### config.mk
export PLATFORM = sky130hd
export DESIGN_NAME = ex_seq_ctrl
export DESIGN_NICKNAME = d
export VERILOG_FILES = /design/src/rtl/ex_seq_ctrl.sv
export SDC_FILE = /design/constraint.sdc
export NUM_CORES = 1
export LEC_CHECK = 0
export CAP_MARGIN = 15
export CORE_MARGIN = 2
export CORE_UTILIZATION = 30
export CTS_CLUSTER_DIAMETER = 60
export DETAILED_ROUTE_END_ITERATION = 8
export DONT_BUFFER_PORTS = 1
export PLACE_DENSITY = 0.47
export SYNTH_ARGS = -nofsm -noshare
export SYNTH_HDL_FRONTEND = slang
export SYNTH_SLANG_ARGS = --single-unit
### constraint.sdc
create_clock -name clk -period 1.3 [get_ports clk]
set_input_delay 0.26 -clock clk [delete_from_list [all_inputs] [get_ports clk]]
set_output_delay 0.26 -clock clk [all_outputs]
set_load 0.02 [all_outputs]
### src/rtl/ex_seq_ctrl.sv
// ex_seq_ctrl: execute-stage sequencer between ID/EX and the shared ALU.
// Single-cycle ops are steered straight through the external ALU. MUL runs
// an iterative shift-add that reuses the ALU adder for DATA_WIDTH cycles.
// The result, destination and write enable are registered toward LSU/WB.
//
// Configuration macro: EX_ITER_MUL_EN
//   defined   - iterative multiplier and MUL state present
//   undefined - MUL is illegal: 1-cycle completion, ex_result = 0,
//               ex_rd_wr_en = 0, busy tied low
//
// Ports:
//   clk, rst_n            clock, async active-low reset
//   flush                 synchronous flush (highest priority)
//   id_valid/id_ready     ID handshake; id_op, id_oprand1/2, id_rd_wr_addr/en
//   alu_op, alu_oprand1/2 operands to the combinational ALU
//   alu_result            ALU result
//   ex_valid/ex_ready     downstream handshake
//   ex_result, ex_rd_wr_addr, ex_rd_wr_en   registered outputs
//   busy                  multiply in progress
module ex_seq_ctrl #(
    parameter int unsigned DATA_WIDTH = 32,
    parameter int unsigned OP_WIDTH   = 4
) (
    input  logic                  clk,
    input  logic                  rst_n,
    input  logic                  flush,
    input  logic                  id_valid,
    output logic                  id_ready,
    input  logic [OP_WIDTH-1:0]   id_op,
    input  logic [DATA_WIDTH-1:0] id_oprand1,
    input  logic [DATA_WIDTH-1:0] id_oprand2,
    input  logic [4:0]            id_rd_wr_addr,
    input  logic                  id_rd_wr_en,
    output logic [OP_WIDTH-1:0]   alu_op,
    output logic [DATA_WIDTH-1:0] alu_oprand1,
    output logic [DATA_WIDTH-1:0] alu_oprand2,
    input  logic [DATA_WIDTH-1:0] alu_result,
    output logic                  ex_valid,
    input  logic                  ex_ready,
    output logic [DATA_WIDTH-1:0] ex_result,
    output logic [4:0]            ex_rd_wr_addr,
    output logic                  ex_rd_wr_en,
    output logic                  busy
);

    localparam logic [OP_WIDTH-1:0] OP_MUL = OP_WIDTH'(8);
`ifdef EX_ITER_MUL_EN
    localparam logic [OP_WIDTH-1:0] OP_ADD = OP_WIDTH'(0);
    localparam int unsigned CNT_W = (DATA_WIDTH > 1) ? $clog2(DATA_WIDTH) : 1;
`endif

    typedef enum logic [1:0] {
        S_IDLE = 2'd0,
`ifdef EX_ITER_MUL_EN
        S_MUL  = 2'd1,
`endif
        S_HOLD = 2'd2
    } state_e;

    state_e                state_q;
    logic [DATA_WIDTH-1:0] ex_result_q;
    logic [4:0]            ex_addr_q;
    logic                  ex_en_q;
    logic                  accept_c;

`ifdef EX_ITER_MUL_EN
    logic [DATA_WIDTH-1:0] acc_q;
    logic [DATA_WIDTH-1:0] mcand_q;
    logic [DATA_WIDTH-1:0] mplier_q;
    logic [CNT_W-1:0]      cnt_q;
`endif

    // Input handshake: a held result may be replaced in the cycle it retires.
    always_comb begin
        id_ready = !flush && ((state_q == S_IDLE) || ((state_q == S_HOLD) && ex_ready));
        accept_c = id_valid && id_ready;
    end

    // ALU steering: the multiplier borrows the adder while iterating.
    always_comb begin
        alu_op      = id_op;
        alu_oprand1 = id_oprand1;
        alu_oprand2 = id_oprand2;
`ifdef EX_ITER_MUL_EN
        if (state_q == S_MUL) begin
            alu_op      = OP_ADD;
            alu_oprand1 = acc_q;
            alu_oprand2 = mplier_q[0] ? mcand_q : '0;
        end
`endif
    end

    // Sequencer state and registered outputs.
    always_ff @(posedge clk or negedge rst_n) begin
        if (!rst_n) begin
            state_q     <= S_IDLE;
            ex_result_q <= '0;
            ex_addr_q   <= '0;
            ex_en_q     <= 1'b0;
`ifdef EX_ITER_MUL_EN
            acc_q       <= '0;
            mcand_q     <= '0;
            mplier_q    <= '0;
            cnt_q       <= '0;
`endif
        end else if (flush) begin
            state_q <= S_IDLE;
        end else if (accept_c) begin
            ex_addr_q <= id_rd_wr_addr;
`ifdef EX_ITER_MUL_EN
            if (id_op == OP_MUL) begin
                state_q  <= S_MUL;
                acc_q    <= '0;
                mcand_q  <= id_oprand1;
                mplier_q <= id_oprand2;
                cnt_q    <= '0;
                ex_en_q  <= id_rd_wr_en;
            end else begin
                state_q     <= S_HOLD;
                ex_result_q <= alu_result;
                ex_en_q     <= id_rd_wr_en;
            end
`else
            state_q <= S_HOLD;
            // MUL is illegal without the multiplier: zero result, no writeback.
            if (id_op == OP_MUL) begin
                ex_result_q <= '0;
                ex_en_q     <= 1'b0;
            end else begin
                ex_result_q <= alu_result;
                ex_en_q     <= id_rd_wr_en;
            end
`endif
        end else if (state_q == S_HOLD) begin
            if (ex_ready) begin
                state_q <= S_IDLE;
            end
        end
`ifdef EX_ITER_MUL_EN
        else if (state_q == S_MUL) begin
            acc_q    <= alu_result;
            mcand_q  <= mcand_q << 1;
            mplier_q <= mplier_q >> 1;
            cnt_q    <= cnt_q + CNT_W'(1);
            if (cnt_q == CNT_W'(DATA_WIDTH - 1)) begin
                ex_result_q <= alu_result;
                state_q     <= S_HOLD;
            end
        end
`endif
    end

    assign ex_valid      = (state_q == S_HOLD);
    assign ex_result     = ex_result_q;
    assign ex_rd_wr_addr = ex_addr_q;
    assign ex_rd_wr_en   = ex_en_q;
`ifdef EX_ITER_MUL_EN
    assign busy          = (state_q == S_MUL);
`else
    assign busy          = 1'b0;
`endif

endmodule

==> impl_metrics.py <==
metrics = {
    "die": {
        "std_cell_rows": 29,
        "die-area_um2": 7228,
        "io-pin-count": 220,
        "starting_density_pct": 31.01,
        "dieHeight_um": 85.02,
        "die_w_um": 85.02,
        "placeableCoreArea_um2": 6350,
    },
    "pwr": {
        "vdd.ir_drop.worst_mv": 0.7199,
        "power.leakage_nw": 0.7802,
        "power_per_cell_area_nw_per_um2": 1776,
        "combinationalPowerShare_pct": 10.4,
        "p_seq_share_pct": 56.6,
        "swShare_pct": 28.90,
        "internal_power_mw": 2.202,
        "switchingPower_mw": 0.8953,
        "p_clk_share_pct": 33.0,
        "total_power_mw": 3.098,
    },
    "logic_synthesis": {
        "ys_seq_area_share_pct": 49.56,
        "area_contributors_post_synth": "dfrtp_1 50%, buf_4 26%, a22o_1 13%",
        "netlist.top_cell.by_area": "dfrtp_1",
        "synth_largest_type_area_fraction_pct": 49.56,
        "synth.distinct_cells": 17,
        "syn_inst": 164,
        "syn-cell-area_um2": 1969,
        "syn_avg_cell_area_um2": 12.01,
        "syn_nets": 275,
        "synth.yosys.warnings": 0,
        "ffs_latches_synth": 39,
    },
    "finish": {
        "fraction_of_final_layout_cells_with_drive_strength_greater_than_1_pct": 26.92,
        "finish.net_count": 214,
        "diodes": 0,
        "fillerInstances": 642,
        "utilization_pct": 27.47,
        "multiInputGateArea_um2": 425.4,
        "layout-area-overhead-vs-synth_pct": -11.44,
        "area.sequential_um2": 975.9,
        "most_used_cells_in_the_layout_excluding_fill_and_tap_cells": "39 x dfrtp_1, 30 x a22o_1, 6 x clkbuf_8, 5 x mux2_2",
        "mostFrequentLayoutCell": "dfrtp_1",
    },
    "timing": {
        "rsz0062_at_grt": "yes",
        "report.final.slew_viol_count": 0,
        "finalWorstSetupSlack_ns": 0.004533,
        "maxClockFrequency_mhz": 771.9,
        "hold-worst-slack_ns": 0.03704,
        "hold_viol_final": 0,
        "fin_crit_ns": 1.295,
        "timing.clock.skew_ns": 0.004126,
        "final_worst_path_cycle_share_pct": 99.65,
        "setup_violators_final": 0,
    },
    "place": {
        "buffer_ports.inserted": 0,
        "final_hpwl_dp_um": 3136,
        "place_congestion": 0.7071,
        "dp_slack_ns": -0.1863,
    },
    "route": {
        "drt_first_pass_iters": 4,
        "route.detailed.drc": 0,
        "wl_per_cell_um": 23.79,
        "detailroute.via_count": 925,
        "drt_first_iter_violations": 7,
        "detail-route-antenna-nets": 0,
        "wl_um": 4306,
        "vias_cell": 5.110,
    },
    "global_route": {
        "antenna_found_initial": 0,
        "grt_pass1_vias": 1027,
        "global_route_wire_length_before_repair_um": 5996,
        "grt_use_total_pct": 10.81,
        "grt_start_max_net_pins": 40,
        "gr-total-overflow": 0,
    },
    "clock_tree": {
        "cts_htree_levels": 2,
        "clockRootBuffer": "clkbuf_8",
        "clk_latency_worst_skew_pair_ns": 0.28,
        "clk_path_buf_depth": 2,
        "cts_inserted_buffers": 5,
        "clkSinkCount": 39,
        "clkSlewWorstSetupHoldPaths_ns": 0.07,
        "tritoncts": "done",
    },
    "setup_path": {
        "criticalPathCategory": "reg -> out",
        "timing.critical_path.slowest_stage_cell": "dfrtp_1",
        "cp_data_required_time_ns": 1.04,
        "reg2reg_setup_slack_ns": 0.06,
        "cp-start-kind": "flip-flop",
        "crit_path_max_fanout": 3,
        "cp_cell_sequence": "nor2b_4 > nor2_2 > buf_6",
        "longest_individual_stage_delay_on_the_worst_path_ns": 0.40,
        "critPathBufInv": 1,
        "critPathArrivalTime_ns": 1.04,
        "critical_path_endpoint_category": "output pin",
        "critPathTopFamily": "flip-flops",
    },
    "min_path": {
        "worstHoldPathType": "in -> reg",
    },
    "status": {
        "status": "complete, no violations",
    },
    "run": {
        "max_cap_violations": 0,
    },
}
==> cells by family (layout without fill, tap and decap cells) <==
logic type | count (synthesis) | count (layout) | share of synthesized area [%]
and+or+nand+nor | 9 | 9 | 2.541
buffers and inverters | 77 | 17 | 29.99
muxes | 5 | 5 | 2.859
DFF | 39 | 39 | 49.56
AOI/OAI and AO/OA | 33 | 33 | 14.87
other | 1 | 1 | 0.1904
==> layer usage <==
layer | wire length, um | GRT usage [%]
met2 | 2096 | 17.19
met5 | 0 | 0
met4 | 145 | 6.494
met1 | 1385 | 10.37
met3 | 678 | 7.198
==> cell type report <==
cell class	instances	area share [%]
clock buffer	6	4.735
clock inverter	2	2.009
multi-input combinational	48	24.39
sequential	39	55.95
tap	77	5.524
timing repair buffer	9	7.389
==> sequential cells by signal, indices dropped and copies added, names as in the netlist <==
register and flops:
ex_result 32, ex_rd_wr_en 1, ex_rd_wr_addr 5, state_q 1
==> power groups by stage <==
| stage | logic [mW] | clock network, mW | registers [mW] |
|---|---|---|---|
| detailed placement | 0.272 | 0 | 1.78 |
| global route | 0.356 | 1.13 | 1.77 |
| CTS | 0.314 | 1.07 | 1.76 |
| floorplan | 0.536 | 0 | 1.74 |
| finish | 0.323 | 1.02 | 1.75 |
| global placement | 0.254 | 0 | 1.78 |
==> per-stage QoR <==
stage / area [um2] / TNS [ns] / instances
floorplan: 1969 / -4.571 / 164
global placement: 1538 / -4.101 / 169
detailed placement: 1538 / -4.820 / 169
CTS: 1700 / -0.06015 / 180
global route: 1744 / -0.09655 / 181
finish: 1744 / 0 / 181
==> cells in the mapped netlist <==
master and instances:
a22o_1 30, buf_8 3, a22o_2 3, and3_1 1
nand2_1 1, mux2_2 5, nor2_1 3, dfrtp_1 39
nand2b_1 1, buf_2 1, buf_1 2, nor2b_1 2
clkbuf_1 1, conb_1 1, or4b_1 1, buf_6 1
buf_4 69
==> worst paths after layout <==
kind,start,end,cells after the start
min in group asynchronous,rst_n,ex_result[5]$_DFFE_PN0P_,2
max reg2reg,state_q[1]$_DFFE_PN0P_,ex_rd_wr_addr[3]$_DFFE_PN0P_,4
min,flush,state_q[1]$_DFFE_PN0P_,1
max,state_q[1]$_DFFE_PN0P_,id_ready,3
max in group asynchronous,rst_n,ex_result[25]$_DFFE_PN0P_,2
min reg2reg,ex_result[6]$_DFFE_PN0P_,ex_result[6]$_DFFE_PN0P_,1
==> worst reg2reg max path: cells and delay by family (launching register included) <==
family,cells,cell delay (ns)
flip-flops,1,0.38
multiplexers,1,0.34
AND/OR/NAND/NOR,2,0.25
buffers and inverters,1,0.15
==> repair_timing <==
item / 4_1_cts / 5_1_grt
setup buffers: 1 / 0
pin swaps: 1 / 1
gates resized for setup: 2 / 5
endpoints found under the setup margin: 1 / 6
hold buffers: 2 / 0
gates cloned: 0 / 1
endpoints found under the hold margin: 39 / 0
Note: power is estimated with default switching activity, not from simulation.
